===== config.mk =====
export PLATFORM = sky130hd
export DESIGN_NAME = des_left_shift_flat
export DESIGN_NICKNAME = d
export VERILOG_FILES = /design/src/rtl/des_pkg.sv /design/src/rtl/des_left_shift_if.sv /design/src/rtl/des_rot28.sv /design/src/rtl/des_left_shift.sv /design/src/flat_wrapper.sv
export SDC_FILE = /design/constraint.sdc
export NUM_CORES = 1
export LEC_CHECK = 0
export BUFFER_PORTS_ARGS = -buffer_cell sky130_fd_sc_hd__buf_2
export CELL_PAD_IN_SITES_DETAIL_PLACEMENT = 1
export CELL_PAD_IN_SITES_GLOBAL_PLACEMENT = 2
export CORE_ASPECT_RATIO = 1.1
export CORE_UTILIZATION = 30
export DETAILED_ROUTE_END_ITERATION = 6
export PLACE_DENSITY = 0.77
export SETUP_SLACK_MARGIN = 0.15
export SYNTH_ARGS = -nofsm -noshare
export SYNTH_HDL_FRONTEND = slang
export SYNTH_HIERARCHICAL = 1
export SYNTH_SLANG_ARGS = --single-unit
export TNS_END_PERCENT = 30

===== constraint.sdc =====
create_clock -name clk -period 2 [get_ports clk]
set_input_delay 0.2 -clock clk [delete_from_list [all_inputs] [get_ports clk]]
set_output_delay 0.2 -clock clk [all_outputs]
set_load 0.01 [all_outputs]

===== src/rtl/des_pkg.sv =====
// des_pkg: shared DES key-schedule widths and per-round rotate amount
package des_pkg;
  localparam int DES_HALF_W = 28;
  localparam int DES_RW = 5;
  function automatic logic [1:0] des_shift_amt(input logic [DES_RW-1:0] round);
    return (round == '0 || round > DES_RW'(16)) ? 2'd0 :
           (round == DES_RW'(1) || round == DES_RW'(2) || round == DES_RW'(9) || round == DES_RW'(16)) ? 2'd1 : 2'd2;
  endfunction
endpackage


===== src/rtl/des_left_shift_if.sv =====
// des_left_shift_if: key-half rotate request and combinational/registered results
interface des_left_shift_if;
  import des_pkg::*;
  logic [DES_RW-1:0]   round;
  logic [DES_HALF_W:1] in28;
  logic                in_valid;
  logic [DES_HALF_W:1] out28;
  logic [DES_HALF_W:1] out28_q;
  logic                out_valid;
  logic                round_err;
  modport master (output round, in28, in_valid, input out28, out28_q, out_valid, round_err);
  modport slave (input round, in28, in_valid, output out28, out28_q, out_valid, round_err);
endinterface


===== src/rtl/des_rot28.sv =====
// des_rot28: DES "left" rotate of a 28-bit half (toward index 1) by 0, 1 or 2
module des_rot28
  import des_pkg::*;
(
  input  logic [1:0]          shift_i,
  input  logic [DES_HALF_W:1] in_i,
  output logic [DES_HALF_W:1] out_o
);
  assign out_o = (shift_i == 2'd1) ? {in_i[1], in_i[DES_HALF_W:2]} :
                 (shift_i == 2'd2) ? {in_i[2:1], in_i[DES_HALF_W:3]} : in_i;
endmodule


===== src/rtl/des_left_shift.sv =====
// des_left_shift: per-round key-half rotation with error flag and registered copy
module des_left_shift
  import des_pkg::*;
(
  input  logic             clk,
  input  logic             rst_n,
  des_left_shift_if.slave  bus
);
  logic [1:0]          shift;
  logic [DES_HALF_W:1] rot;
  logic [DES_HALF_W:1] out_d, out_q;
  logic                vld_q;
  assign shift = des_shift_amt(bus.round);
  des_rot28 u_rot (.shift_i(shift), .in_i(bus.in28), .out_o(rot));
  // illegal rounds decode to shift 0, so they pass through instead of going X
  assign bus.round_err = (shift == 2'd0);
  assign bus.out28 = rot;
  assign out_d = bus.in_valid ? rot : out_q;
  always_ff @(posedge clk or negedge rst_n) begin
    if (!rst_n) begin
      out_q <= '0;
      vld_q <= 1'b0;
    end else begin
      out_q <= out_d;
      vld_q <= bus.in_valid;
    end
  end
  assign bus.out28_q = out_q;
  assign bus.out_valid = vld_q;
endmodule


===== src/flat_wrapper.sv =====
// flat-port wrapper written by rule: the top's interface ports become plain ports
module des_left_shift_flat import des_pkg::*;
  (clk, rst_n, bus_round, bus_in28, bus_in_valid, bus_out28, bus_out28_q, bus_out_valid, bus_round_err);
  des_left_shift_if bus_i ();
  input  logic clk;
  input  logic rst_n;
  input wire logic [$bits(bus_i.round)-1:0] bus_round;
  input wire logic [$bits(bus_i.in28)-1:0] bus_in28;
  input wire logic [$bits(bus_i.in_valid)-1:0] bus_in_valid;
  output wire logic [$bits(bus_i.out28)-1:0] bus_out28;
  output wire logic [$bits(bus_i.out28_q)-1:0] bus_out28_q;
  output wire logic [$bits(bus_i.out_valid)-1:0] bus_out_valid;
  output wire logic [$bits(bus_i.round_err)-1:0] bus_round_err;
  assign bus_i.round = bus_round;
  assign bus_i.in28 = bus_in28;
  assign bus_i.in_valid = bus_in_valid;
  assign bus_out28 = bus_i.out28;
  assign bus_out28_q = bus_i.out28_q;
  assign bus_out_valid = bus_i.out_valid;
  assign bus_round_err = bus_i.round_err;
  des_left_shift u_core (.clk(clk), .rst_n(rst_n), .bus(bus_i));
endmodule

==> flow_summary.toml <==
[sta]
setup_viol = 37
finalCritPeriodShare_pct = 110.6
setup_slack_ns = -0.2125
whs_ns = 0.2272
final-hold-violation-count = 0
fmax_mhz = 452.0
drv_slew = 0
rsz0062_at_grt = "yes"
fin_skew_ns = 0
layout_min_cycle_time_ns = 2.212
tns_ns = -4.837
worstMarginPinSlew_ns = 0.7274
maxSlewHeadroom_pct = 51.50

[placed_design]
gp_congestion = 0.7066
hpwlAfterDp_um = 4262
portBuffers = 93

[synthesis]
synth_flop_cell = "dfrtp_1"
synthCells = 162
ys_ff_latch = 29
ys_seq_area_share_pct = 33.22
synth_area_mm2 = 0.002185
synth_edf_count = 0
syn_nets = 199
avgSynthCellArea_um2 = 13.49
yosysWarnings = 6
synthArstFlopShare_pct = 100.0
synth_cell_types = 17

[routing]
postRouteAntennaNets = 0
drt_iter0_drc = 25
num_vias = 1815
wl_per_cell_um = 15.64
routed_wl_um = 5895
drc = 0
viasPerCell = 4.814
firstDrtPassIters = 2

[worst_setup_path]
critical_path_class = "in -> out"
reg2regPathDepth = 1
r2r-end = "u_core/bus.out28_q[16]"
endpoint_kind = "output port"
critPathMaxStageDelay_ns = 0.31
crit_start = "bus_round[3]"
cp_data_required_time_ns = 1.80
worstPathArrival_ns = 2.01
worstSetupStartpointType = "input pin"
critPathMaxFanout = 7
r2r_setup_slack_ns = 1.22
crit_chain = "buf_8 > nor4_4 > ha_1 > nor3b_4 > buf_6 > buf_16 > buf_6 > mux2i_1 > mux2i_1 > buf_2"
crit-reg2reg-launch = "u_core/bus.out28_q[16]"
worst_path_max_delay_cell = "ha_1"

[power]
ir_drop_v = 0.0003088
combPwrFrac_pct = 42.4
p_total_uw = 2145
p_seq_share_pct = 34.0
switching_share_pct = 31.55
power.density_mw_per_mm2 = 662.5
power_frac_clock_pct = 23.6
switchingPower_uw = 676.6
internal_power_uw = 1468
leakagePower_uw = 0.001616

[run]
cap_violations = 0

[clocking]
cts_num_sinks = 29
cts.clk_slew.worst_paths_ns = 0.07
h-tree-depth = 2
cts_root_buf = "clkbuf_8"
cts_buffer_depth = 2
clock_latency_ns = 0.28
cts_inserted_buffers = 5
cts_tree = "yes"

[finish]
nets = 329
fin_util_pct = 45.93
drive_gt1_share_pct = 59.25
area_growth_pct = 48.17
n_antenna_cell = 0

[hold_path]
min_path_type = "in -> reg"
min_path_cells = 1
hold_path_end = "u_core/bus.out_valid"
min_from = "bus_in_valid"

[floorplanning]
initial_core_util_pct = 31.00
die_x_um = 83.37
die_y_um = 91.50
core_mm2 = 0.007047
rows = 32
ios = 94
dieArea_mm2 = 0.007628

[grt]
grt.total_usage_pct = 15.92
grt_start_max_net_pins = 30
antenna_found_initial = 0
grt.overflow.total = 0
grt_pass1_vias = 2018
grt_pass1_wl_um = 9763

[run_status]
status = "finished with violations"
failed_checks = "negative setup slack"
metal layers:
metal	GRT usage (%)	up-vias	wire length [um]
li1	-	856	-
met1	17.97	896	2390
met2	29.17	55	3103
met3	4.091	8	303
met4	4.741	0	97
met5	0	-	0
power groups by stage:
| stage | clock, uW | combinational, uW | sequential (uW) |
|---|---|---|---|
| floorplan | 0 | 441 | 782 |
| global placement | 0 | 781 | 736 |
| detailed placement | 0 | 796 | 737 |
| CTS | 536 | 896 | 730 |
| global route | 547 | 980 | 740 |
| finish | 506 | 910 | 728 |
worst max-delay path by stage:
stage,endpoint,slack (ns),cells past startpoint
3_5_place_dp,u_core/bus.out28_q[16],-0.23,9
3_3_place_gp,u_core/bus.out28_q[20],-0.14,9
6_report,bus_out28[25],-0.21,10
4_1_cts,bus_out28[1],-0.16,10
2_1_floorplan,u_core/bus.out28_q[12],-0.05,8
5_1_grt,bus_out28[5],-0.30,10
per-stage QoR:
stage               instance area [um2]  std cells  worst slack [ns]
detailed placement                 2859        350           -0.2319
CTS                                3188        373           -0.1631
global route                       3237        377           -0.2993
global placement                   2859        350           -0.1360
floorplan                          2212        162          -0.04627
finish                             3237        377           -0.2125
Yosys cell counts (2+ instances only):
library cell | number | share of area [%]
clkbuf_4 | 2 | 0.69
dfrtp_1 | 29 | 33
mux2_4 | 20 | 14
mux2_2 | 8 | 4.1
mux2i_1 | 84 | 38
nor3b_1 | 2 | 0.69
buf_12 | 6 | 5.5
buf_6 | 2 | 1.0
critical path, delay by kind of cell:
family / cells / cell delay, ns
multiplexers: 2 / 0.27
AND/OR/NAND/NOR: 2 / 0.55
adder cells (fa/ha/maj): 1 / 0.31
buffers and inverters: 5 / 0.68
final cells by class:
class	instances	area (um2)
fillers	805	3810
flip-flops and latches	29	725.7
inverters	1	3.754
well taps	85	106.4
repair buffers	135	965.9
multi-input cells	120	1349
clock buffers	7	86.33
cell usage in the layout, fill, tap and decap left out:
cell	netlist	layout
a21oi_4	0	1
buf_12	6	5
buf_16	0	2
buf_2	1	91
buf_4	1	19
buf_6	2	14
buf_8	0	3
clkbuf_1	0	1
clkbuf_8	0	6
dfrtp_1	29	29
dlygate4sd3_1	0	1
ha_1	1	1
inv_1	1	1
mux2_2	8	3
mux2_4	20	25
mux2i_1	84	82
mux2i_2	0	2
nor2_1	1	1
nor2b_1	1	1
nor3b_1	2	1
nor3b_4	0	1
nor4_4	0	1
o21ai_1	1	1
timing repair:
action / in CTS / in global routing
setup endpoints to repair: 49 / 56
buffers inserted: 13 / 4
hold endpoints to repair: 23 / 0
pin swaps: 3 / 0
resized for setup: 24 / 5
gates cloned: 2 / 0
hold buffers: 1 / 0
logic make-up (layout without fill, tap and decap cells):
| family | count (synthesis) | in the layout | share of synthesized area, % |
|---|---|---|---|
| mux | 112 | 112 | 56.36 |
| flops | 29 | 29 | 33.22 |
| buf+inv | 13 | 143 | 7.961 |
| simple gates | 5 | 5 | 1.432 |
| compound gates | 2 | 2 | 0.4578 |
| fa+ha+maj | 1 | 1 | 0.5726 |
state kept, by name, indices dropped and copies added (netlist names):
name / cells
u_core/bus.out28_q: 28
u_core/bus.out_valid: 1
No activity file was read; power rests on OpenSTA's default activity.
